### src/rtl/tlp_xcvr_pkg.sv
// Shared sizing and types for the F2C (FPGA-to-CPU) chunk producer.
package tlp_xcvr_pkg;

  localparam int unsigned F2C_CHUNKSIZE = 128;
  localparam int unsigned F2C_NUMCHUNKS = 4;
  localparam int unsigned F2C_QWS       = F2C_CHUNKSIZE / 8;

  typedef logic [31:0] uint32;
  typedef logic [63:0] uint64;

  typedef logic [$clog2(F2C_NUMCHUNKS)-1:0] F2CChunkIndex;
  typedef logic [$clog2(F2C_QWS)-1:0]       F2CChunkOffset;
  typedef logic [$bits(F2CChunkIndex)+$bits(F2CChunkOffset)-1:0] F2CQwAddr;

  function automatic F2CChunkIndex f2c_next_index(input F2CChunkIndex idx);
    return (idx == F2CChunkIndex'(F2C_NUMCHUNKS - 1)) ? '0 : idx + F2CChunkIndex'(1);
  endfunction

endpackage

### src/rtl/f2c_producer.sv
// Fills a ring of fixed-size chunks with an incrementing 64-bit pattern, keeping one
// slot free, throttling between chunks and accumulating a running checksum.
module f2c_producer
  import tlp_xcvr_pkg::*;
(
  input  logic         sysClk_in,
  input  logic         sysRstN_in,
  output F2CChunkIndex wrIndex_out,
  input  F2CChunkIndex rdIndex_in,
  output logic         wrEnable_out,
  output F2CQwAddr     wrAddr_out,
  output uint64        wrData_out,
  output uint64        csData_out,
  input  logic         csReset_in,
  input  uint32        countInit_in
);

  typedef enum logic [1:0] {S_IDLE, S_WRITE, S_COMMIT, S_WAIT} state_t;

  state_t        state, state_next;
  F2CChunkIndex  wr_index, wr_index_next;
  F2CChunkOffset offset, offset_next;
  uint64         data_count, data_count_next;
  uint64         ck_sum, ck_sum_next;
  uint32         count, count_next;
  logic          full;

  assign full = (f2c_next_index(wr_index) == rdIndex_in);

  always_ff @(posedge sysClk_in) begin
    if (!sysRstN_in) begin
      state      <= S_IDLE;
      wr_index   <= '0;
      offset     <= '0;
      data_count <= '0;
      ck_sum     <= '0;
      count      <= '0;
    end else begin
      state      <= state_next;
      wr_index   <= wr_index_next;
      offset     <= offset_next;
      data_count <= data_count_next;
      ck_sum     <= ck_sum_next;
      count      <= count_next;
    end
  end

  always_comb begin
    state_next      = state;
    wr_index_next   = wr_index;
    offset_next     = offset;
    data_count_next = data_count;
    count_next      = count;
    wrEnable_out    = 1'b0;

    unique case (state)
      S_IDLE: begin
        if (countInit_in != '0 && !full) begin
          state_next  = S_WRITE;
          offset_next = '0;
        end
      end
      S_WRITE: begin
        wrEnable_out    = 1'b1;
        offset_next     = offset + F2CChunkOffset'(1);
        data_count_next = data_count + 64'd1;
        if (offset == F2CChunkOffset'(F2C_QWS - 1)) begin
          state_next = S_COMMIT;
        end
      end
      S_COMMIT: begin
        // Index advances only after the whole chunk is already in RAM.
        wr_index_next = f2c_next_index(wr_index);
        count_next    = countInit_in - 32'd1;
        state_next    = S_WAIT;
      end
      S_WAIT: begin
        if (count == '0) begin
          state_next = S_IDLE;
        end else begin
          count_next = count - 32'd1;
        end
      end
      default: state_next = S_IDLE;
    endcase

    ck_sum_next = (csReset_in ? '0 : ck_sum) + (wrEnable_out ? data_count : '0);
  end

  assign wrIndex_out = wr_index;
  assign wrAddr_out  = {wr_index, offset};
  assign wrData_out  = data_count;
  assign csData_out  = ck_sum;

endmodule

### config.mk
export PLATFORM = sky130hd
export DESIGN_NAME = f2c_producer
export DESIGN_NICKNAME = d
export VERILOG_FILES = /design/src/rtl/tlp_xcvr_pkg.sv /design/src/rtl/f2c_producer.sv
export SDC_FILE = /design/constraint.sdc
export NUM_CORES = 1
export LEC_CHECK = 0
export CORE_MARGIN = 1
export CORE_UTILIZATION = 55
export DETAILED_ROUTE_END_ITERATION = 7
export GPL_TIMING_DRIVEN = 0
export PLACE_DENSITY = 0.89
export SLEW_MARGIN = 20
export SYNTH_ARGS = -nofsm -noshare
export SYNTH_HDL_FRONTEND = slang
export SYNTH_SLANG_ARGS = --single-unit
export TNS_END_PERCENT = 50
### constraint.sdc
create_clock -name sysClk_in -period 6.46 [get_ports sysClk_in]
set_input_delay 1.292 -clock sysClk_in [delete_from_list [all_inputs] [get_ports sysClk_in]]
set_output_delay 1.292 -clock sysClk_in [all_outputs]
set_load 0.05 [all_outputs]
==> results of run 1 <==
==> worst register-to-register path, cell delays in order (launching register included) <==
cell	delay (ns)
dfxtp_1	0.40
ha_1	0.35
buf_6	0.19
buf_6	0.16
clkbuf_1	0.35
clkbuf_1	0.40
clkbuf_2	0.38
clkbuf_2	0.42
clkbuf_2	0.39
mux2i_1	0.24
ha_1	0.27
o2111ai_1	0.25
or4_1	0.59
clkbuf_1	0.18
nor2_2	0.29
inv_2	0.10
or3_4	0.43
a21oi_2	0.18
nor2_1	0.08
a2111oi_1	0.39
==> layout make-up <==
class,instances,area (um^2)
repair buffers,172,1720
inverters,27,101
well taps,275,344
clock inverters,13,215
fillers,1734,6500
flip-flops and latches,168,3360
multi-input cells,1298,8090
plain buffers,75,310
clock buffers,19,443
==> registers in the layout, indices dropped and copies added, names as in the netlist <==
register     cells
csData_out      64
wrData_out      64
count           32
offset           4
state            2
wrIndex_out      2
==> power groups by stage <==
stage,Sequential (mW),Clock [mW],Combinational (mW)
6_report,1.18,1.18,0.844
5_1_grt,1.19,1.22,0.896
4_1_cts,1.18,1.18,0.819
3_5_place_dp,1.20,0,0.809
3_3_place_gp,1.20,0,0.784
2_1_floorplan,1.22,0,0.507
==> stage by stage <==
stage               area (um^2)  worst slack (ns)  std cells  power [mW]  hold slack (ns)
finish                    14600             0.302       2047        3.20            0.495
global route              14600             0.114       2047        3.31            0.531
CTS                       14600             0.133       2047        3.17            0.486
detailed placement        13900            0.0368       2015        2.01            0.474
global placement          13900             0.153       2015        1.98            0.456
floorplan                 11900              1.47       1568        1.72            0.441
==> timing repair <==
| item | CTS | global route |
|---|---|---|
| resized for setup | 1 | 4 |
| hold buffers | 0 | 0 |
| pin swaps | 0 | 0 |
| gates cloned | 0 | 0 |
| setup endpoints to repair | 1 | 3 |
==> worst min path at each step <==
stage / startpoint / to / slack [ns] / cells past startpoint
6_report: count[18] / count[18] / 0.50 / 2
2_1_floorplan: count[9] / count[9] / 0.44 / 2
3_3_place_gp: count[9] / count[9] / 0.46 / 2
5_1_grt: count[24] / count[24] / 0.53 / 1
3_5_place_dp: count[9] / count[9] / 0.47 / 2
4_1_cts: count[18] / count[18] / 0.49 / 2
==> cells in the mapped netlist (15+ instances only) <==
| cell | instances |
|---|---|
| nor2_1 | 209 |
| dfxtp_1 | 168 |
| a21oi_1 | 134 |
| nand2_1 | 125 |
| and2_1 | 78 |
| o21ai_0 | 78 |
| xor2_1 | 73 |
| ha_1 | 72 |
| nor2b_1 | 71 |
| clkbuf_1 | 68 |
| xnor2_1 | 47 |
| nor3_1 | 43 |
| nand3_1 | 41 |
| nand4_1 | 37 |
| a21o_1 | 28 |
| and3_1 | 25 |
| inv_1 | 25 |
| or3_1 | 24 |
| mux2i_1 | 20 |
| nor4_1 | 19 |
| o211ai_1 | 18 |
| o21bai_1 | 17 |
| a31oi_1 | 15 |
==> per-layer routing <==
metal,wire length (um),up-vias,share of wire [%]
li1,-,5949,-
met2,17400,661,46
met3,3310,114,8.7
met5,0,-,0
met1,16000,5904,42
met4,1390,0,3.7
==> kinds of logic after synthesis <==
family	Yosys count	synth area share, %
AO/OA/AOI/OAI	376	19.8
XOR/XNOR	120	8.86
adder cells (fa/ha/maj)	73	7.76
buffers and inverters	102	3.44
flip-flops	168	28.4
multiplexers	21	1.78
AND/OR/NAND/NOR	708	30.0
==> impl_metrics.csv, run 1 <==
group,metric,value,unit
status,status,"complete, no violations",
setup_path,critPathBufInv,9,
timing,fin_crit,6.16,ns
logic_synthesis,synth_edf_count,0,
setup_path,crit_fanout,10,
placed_design,portBuffers,172,
power,leakagePower,5.45,nW
power,ir_drop,200,uV
setup_path,crit_chain,"ha_1 > buf_6 > buf_6 > clkbuf_1 > clkbuf_1 > clkbuf_2 > clkbuf_2 > clkbuf_2 > mux2i_1 > ha_1 > o2111ai_1 > or4_1 > clkbuf_1 > nor2_2 > inv_2 > or3_4 > a21oi_2 > nor2_1 > a2111oi_1",
setup_path,critical-path-slowest-cell,"or4_1",
setup_path,cp.depth,19,
setup_path,critical_path.max_stage_delay,0.59,ns
timing,hold_viol,0,
logic_synthesis,synth_seq_cells,168,
clock_network,clk_latency,0.44,ns
die,die_y,149,um
timing,slew_viol_final,0,
setup_path,critPathCapture,"count[30]",
power,clkPwrFrac,36.8,%
global_routing,overflow,0,
die,start_util,56.2,%
clock_network,cts_tree,"done",
timing,tightest_slew,1.01,ns
global_routing,met1_usage,42.6,%
power,intPower,2.08,mW
cells_and_area,fin_nets,1869,
setup_path,r2r-start,"state[1]",
power,seqPwrFrac,36.9,%
timing,fin_tns_setup,0,ns
logic_synthesis,yosys.area.top_type,"dfxtp_1",
clock_network,htreeDepth,4,
logic_synthesis,netlist_area,0.0119,mm^2
logic_synthesis,synth_nets,1678,
timing,rsz0062_at_grt,"no",
die,num_rows,53,
clock_network,postCtsSetupRepairBufs,0,
routing,wire_per_inst,18.6,um
logic_synthesis,ys.flop_type,"dfxtp_1",
power,swShare,35.1,%
global_routing,grt_busiest_layer,"met2",
global_routing,grt_max_degree,17,
clock_network,clk_path_buf_depth,2,
die,die_area,0.0222,mm^2
cells_and_area,post-route-util,69.2,%
die,io_pins,174,
logic_synthesis,yosysUniqueCellTypes,79,
setup_path,critical_path_class,"register to register",
global_routing,grt.met2_usage,55.4,%
timing,relSlewSlack,32.6,%
timing,fin_skew,0.0122,ns
clock_network,clk_pin_slew_worst_paths,0.08,ns
routing,routed_wl,38100,um
logic_synthesis,ys_seq_area_share,28.4,%
setup_path,r2r_cells,19,
routing,dr.first_iter.drc_count,1083,
cells_and_area,antenna_cells,0,
logic_synthesis,netlist_instances,1568,
global_routing,grt_pass1_wl,59400,um
setup_path,critPathLaunch,"state[1]",
die,core_area,0.0211,mm^2
setup_path,arrival,6.48,ns
routing,vias,12600,
die,die_w,149,um
setup_path,reg2reg_slack,0.30,ns
flow_run,maxCapViolCount,0,
clock_network,clockRootBuffer,"clkbuf_16",
logic_synthesis,synth_top_area_share,28.4,%
setup_path,critPathTopFamily,"buffers and inverters",
setup_path,cp_data_required_time,6.78,ns
logic_synthesis,synth_area_leaders,"dfxtp_1 (28%), ha_1 (7.6%), nor2_1 (6.6%)",
cells_and_area,drive_above_1_share,3.16,%
clock_network,cts_made_buffers,17,
logic_synthesis,synth_area_per_cell,7.56,um^2
min_path,min_path_type,"register to register",
power,cellPowerDensity,220,mW/mm^2
placed_design,dpl.hpwl,28300,um
global_routing,antenna_found_initial,0,
routing,drcViolationCount,0,
timing,fmax,162,MHz
setup_path,end_kind,"register",
power,pwr-share-comb,26.4,%
clock_network,cts.sinks,168,
timing,setup_violations,0,
global_routing,grt_pass1_vias,11800,
global_routing,grt_use_total,33.8,%
logic_synthesis,synth_warnings,0,
setup_path,r2r_end,"count[30]",
cells_and_area,layout_commonest_cell,"nor2_1",
logic_synthesis,async_flop_share,0,%
timing,period_share,95.3,%
cells_and_area,synthToLayoutAreaGrowth,23.0,%
global_routing,grtUsageMet3,7.09,%
power,power.switching,1.12,mW
setup_path,startpoint_type,"register",
routing,ant_nets,0,
cells_and_area,final_cell_mix,"nor2_1 (209), clkdlybuf4s50_1 (172), dfxtp_1 (168), a21oi_1 (134), nand2_1 (125)",
routing,drt-vias-per-instance,6.17,
routing,drtPass1Iterations,5,
placed_design,gp_congestion,0.949,
Power figures use the tool's default switching activity.
==> inputs of run 2 (changes only) <==
- CORE_UTILIZATION: 55 -> 56
- PLACE_DENSITY: 0.89 -> 0.9
- clock period: 6.46 -> 5.9 ns (I/O delays scaled with it)
==> impl_metrics.csv, run 2 (same netlist as run 1, synthesis figures left out) <==
group,metric,value,unit
status,status,"complete, no violations",
timing,hold_viol,0,
global_routing,grt_use_total,35.0,%
cells_and_area,drive_above_1_share,3.16,%
placed_design,dp_cells,2010,
power,leakagePower,5.41,nW
global_routing,grt_max_degree,17,
setup_path,startpoint_type,"primary input",
timing,period_share,91.6,%
cells_and_area,antenna_cells,0,
routing,drcViolationCount,0,
flow_run,maxCapViolCount,0,
global_routing,grt_busiest_layer,"met2",
timing,fmax,185,MHz
routing,routed_wl,37900,um
clock_network,cts_made_buffers,17,
clock_network,cts.sinks,168,
setup_path,critPathBufInv,2,
cells_and_area,multiInputGateArea,0.00809,mm^2
die,die_y,148,um
timing,fin_hold_ws,0.479,ns
clock_network,clockRootBuffer,"clkbuf_16",
global_routing,grt_pass1_wl,60700,um
global_routing,overflow,0,
clock_network,htreeDepth,4,
placed_design,portBuffers,172,
die,die_w,148,um
power,cellPowerDensity,229,mW/mm^2
routing,vias,12600,
clock_network,postCtsSetupRepairBufs,0,
timing,setup_violations,0,
cells_and_area,register_area,0.00336,mm^2
cells_and_area,final_cell_mix,"nor2_1 (209), clkdlybuf4s50_1 (172), dfxtp_1 (168), a21oi_1 (134), nand2_1 (125)",
cells_and_area,fin_nets,1868,
power,ir_drop,248,uV
die,io_pins,174,
clock_network,clk_pin_slew_worst_paths,0.07,ns
timing,tightest_slew,1.03,ns
placed_design,dpl.hpwl,28600,um
setup_path,end_kind,"register",
die,num_rows,52,
setup_path,critical_path.max_stage_delay,0.60,ns
setup_path,critPathMostFrequentCell,"o211ai_1",
setup_path,crit_fanout,10,
clock_network,clk_latency,0.45,ns
routing,drt-vias-per-instance,6.18,
global_routing,grt_pass1_vias,12100,
placed_design,gp_congestion,0.986,
routing,drtPass1Iterations,6,
placed_design,placed_cell_area,0.0139,mm^2
cells_and_area,final_area,0.0145,mm^2
cells_and_area,layout_commonest_cell,"nor2_1",
die,die_area,0.0218,mm^2
die,start_util,57.9,%
die,core_area,0.0205,mm^2
setup_path,arrival,5.76,ns
timing,relSlewSlack,31.1,%
cells_and_area,post-route-util,70.7,%
global_routing,grtUsageMet3,5.43,%
global_routing,grt.met2_usage,58.3,%
cells_and_area,nFillCells,1702,
power,finalPower,3.32,mW
routing,wire_per_inst,18.6,um
timing,slew_viol_final,0,
timing,fin_crit,5.40,ns
setup_path,critical_path_class,"primary input to register",
global_routing,met1_usage,44.4,%
routing,ant_nets,0,
setup_path,crit_chain,"clkbuf_1 > clkbuf_1 > nor2b_1 > ha_1 > o211ai_1 > o211ai_1 > a41oi_1 > o31ai_2 > a31oi_1 > o41ai_2 > a21oi_1 > or4_1 > o211ai_1",
clock_network,clk_path_buf_depth,2,
setup_path,critical-path-slowest-cell,"clkbuf_1",
global_routing,antenna_found_initial,0,
cells_and_area,stdcell_count,2041,
timing,rsz0062_at_grt,"no",
cells_and_area,synthToLayoutAreaGrowth,22.1,%
setup_path,cp_data_required_time,6.26,ns
clock_network,cts_tree,"done",
min_path,min_path_type,"register to register",
routing,dr.first_iter.drc_count,1098,
setup_path,critPathTopFamily,"compound AO/OA/AOI/OAI gates",
timing,fin_skew,0.0144,ns
[run 2: cell types whose count changed in the layout (fill, tap and decap cells not counted)]
cell | previous run | this run
inv_6 | 2 | 3
clkinvlp_4 | 3 | 4
clkbuf_1 | 66 | 65
clkinv_2 | 1 | 2
bufinv_16 | 5 | 1
clkbuf_2 | 3 | 4
[run 2: power by group]
part	switching [mW]	internal (mW)	total [mW]
logic	0.610	0.298	0.908
clock network	0.517	0.598	1.12
registers	0.0873	1.21	1.29
[run 2: metrics by stage]
step / TNS, ns / setup slack [ns]
after floorplan: 0 / 0.908
after global placement: -0.980 / -0.366
after detailed placement: -1.30 / -0.433
after CTS: 0 / 0.126
after global routing: 0 / 0.246
final: 0 / 0.497
[run 2: worst paths after layout]
kind | startpoint | slack [ns] | depth (start not counted) | end
max reg2reg | state[1] | 0.52 | 18 | count[30]
min reg2reg | count[9] | 0.48 | 2 | count[9]
max | csReset_in | 0.50 | 13 | csData_out[61]
min | count[9] | 0.48 | 2 | count[9]
[run 2: metal layers]
layer,up-vias,share of wire [%]
li1,5950,-
met1,5934,42
met2,630,46
met3,109,7.6
met4,0,3.9
met5,-,0
[run 2: repair_timing]
item,4_1_cts,5_1_grt
endpoints found under the hold margin,0,0
gates resized for setup,3,2
endpoints found under the setup margin,8,5
hold buffers,0,0
[run 2: area by class of cell]
| type | instances | share of cell area, % |
|---|---|---|
| inverters | 27 | 0.700 |
| multi-input cells | 1298 | 55.8 |
| flip-flops and latches | 168 | 23.2 |
| repair buffers | 172 | 11.9 |
| clock inverters | 12 | 0.803 |
| plain buffers | 74 | 2.13 |
| clock buffers | 20 | 3.08 |
| well taps | 270 | 2.33 |
[run 2: tightest hold or removal path, stage by stage (launching register included)]
cell and delay, ns:
dfxtp_1 0.33, nand2_1 0.06, a21oi_1 0.05
==> inputs of run 3 (changes only) <==
- RECOVER_POWER: default -> 100
==> impl_metrics.csv, run 3 (same netlist as run 1, synthesis figures left out) <==
group,metric,value,unit
status,status,"complete, no violations",
routing,routed_wl,38000,um
min_path,hold-path-cell-count,2,
power,leakagePower,5.89,nW
timing,fin_crit,5.50,ns
global_routing,met1_usage,44.4,%
power,pwr-share-comb,27.2,%
global_routing,grt_use_total,35.0,%
clock_network,postCtsSetupRepairBufs,0,
die,start_util,57.9,%
routing,wire_per_inst,18.6,um
timing,fin_hold_ws,0.483,ns
die,num_rows,52,
cells_and_area,layout_commonest_cell,"nor2_1",
timing,fin_skew,0.0144,ns
power,seqPwrFrac,39.0,%
cells_and_area,antenna_cells,0,
clock_network,clk_latency,0.45,ns
global_routing,grtUsageMet3,5.43,%
setup_path,r2r_cells,18,
global_routing,grt_pass1_wl,60700,um
die,die_y,148,um
min_path,hold_start,"count[9]",
flow_run,maxCapViolCount,0,
global_routing,grt.met2_usage,58.3,%
die,die_w,148,um
clock_network,htreeDepth,4,
placed_design,portBuffers,172,
die,die_area,0.0218,mm^2
timing,hold_viol,0,
cells_and_area,final_area,0.0145,mm^2
power,swShare,36.7,%
power,intPower,2.10,mW
clock_network,clockRootBuffer,"clkbuf_16",
clock_network,clk_pin_slew_worst_paths,0.07,ns
global_routing,grt_max_degree,17,
power,clkPwrFrac,33.7,%
timing,slew_viol_final,0,
setup_path,reg2reg_slack,0.40,ns
routing,dr.first_iter.drc_count,1110,
setup_path,arrival,5.82,ns
placed_design,dpl.hpwl,28600,um
min_path,min_to,"count[9]",
setup_path,critPathLaunch,"state[0]",
min_path,min_path_type,"register to register",
clock_network,cts.sinks,168,
die,core_area,0.0205,mm^2
timing,setup_violations,0,
cells_and_area,final_cell_mix,"nor2_1 (210), dfxtp_1 (168), dlygate4sd3_1 (140), a21oi_1 (134), nand2_1 (125)",
routing,drtPass1Iterations,5,
timing,fmax,182,MHz
clock_network,cts_made_buffers,17,
timing,fin_tns_setup,0,ns
setup_path,end_kind,"register",
global_routing,antenna_found_initial,0,
routing,drcViolationCount,0,
timing,rsz0062_at_grt,"no",
setup_path,crit_fanout,19,
routing,ant_nets,0,
setup_path,r2r-start,"state[0]",
timing,period_share,93.2,%
global_routing,overflow,0,
placed_design,dp_slack,-0.433,ns
timing,tightest_slew,1.06,ns
timing,fin_ws,0.402,ns
placed_design,gp_congestion,0.986,
global_routing,grt_busiest_layer,"met2",
routing,drt-vias-per-instance,6.22,
clock_network,cts_tree,"done",
setup_path,r2r_end,"count[30]",
global_routing,grt_pass1_vias,12100,
setup_path,startpoint_type,"register",
clock_network,clk_path_buf_depth,2,
setup_path,critical_path_class,"register to register",
timing,relSlewSlack,29.5,%
cells_and_area,drive_above_1_share,2.77,%
die,io_pins,174,
power,power.switching,1.22,mW
placed_design,placed_cell_area,0.0139,mm^2
cells_and_area,synthToLayoutAreaGrowth,22.0,%
cells_and_area,fin_nets,1868,
power,cellPowerDensity,229,mW/mm^2
setup_path,cp_data_required_time,6.23,ns
routing,vias,12700,
power,ir_drop,240,uV
-- run 3: cell count changes in the layout (fill, tap and decap cells not counted), sizes merged --
cell | previous run | this run
buf | 7 | 4
clkdlybuf4s50 | 172 | 32
clkbuf | 87 | 90
dlygate4sd3 | 0 | 140
-- run 3: what timing repair did --
item                                    4_1_cts  5_1_grt
endpoints found under the setup margin        8        5
resized for setup                             3        2
hold buffers                                  0        0
-- run 3: critical path: stages (launching register included) --
cell and delay (ns):
dfxtp_1 0.40, ha_1 0.34, buf_6 0.18, buf_6 0.19, clkbuf_2 0.25, clkbuf_2 0.36
clkbuf_2 0.38, clkbuf_2 0.35, mux2i_1 0.23, ha_1 0.25, o2111ai_1 0.24, or4_1 0.59
clkbuf_1 0.19, nor2_1 0.30, inv_1 0.15, or3_4 0.42, a21oi_2 0.13, nor2_1 0.05
a2111oi_1 0.35
-- run 3: layout make-up --
type	instances	area [um^2]
multi-input cells	1298	8070
fillers	1707	6030
flip-flops and latches	168	3360
repair buffers	172	1720
clock buffers	20	447
well taps	270	338
plain buffers	74	305
clock inverters	12	116
inverters	27	101
-- run 3: how the worst max path moves through the flow --
stage | end | slack, ns | depth (start not counted)
6_report | count[30] | 0.40 | 18
5_1_grt | count[30] | 0.12 | 18
4_1_cts | count[30] | 0.13 | 19
3_5_place_dp | count[30] | -0.43 | 19
3_3_place_gp | count[30] | -0.37 | 19
2_1_floorplan | count[30] | 0.91 | 19
-- run 3: routing by layer --
metal  up-vias  part of all wire [%]
met5         -                     0
met4         0                   3.8
met3       111                   7.9
met2       631                    46
met1      6005                    42
li1       5956                     -
-- run 3: through the flow --
step | utilization (%) | power [mW] | cells
after CTS | 70.7 | 3.28 | 2042
final | 70.6 | 3.31 | 2041
after detailed placement | 67.9 | 2.19 | 2010
after floorplan | - | 1.89 | 1568
after global routing | 70.6 | 3.43 | 2041
after global placement | 67.9 | 2.17 | 2010
-- run 3: power by group through the flow --
| stage | clock (mW) | sequential (mW) | combinational [mW] |
|---|---|---|---|
| after global routing | 1.16 | 1.30 | 0.968 |
| after floorplan | 0 | 1.33 | 0.555 |
| final | 1.12 | 1.29 | 0.902 |
| after CTS | 1.11 | 1.29 | 0.884 |
| after global placement | 0 | 1.31 | 0.856 |
| after detailed placement | 0 | 1.31 | 0.877 |
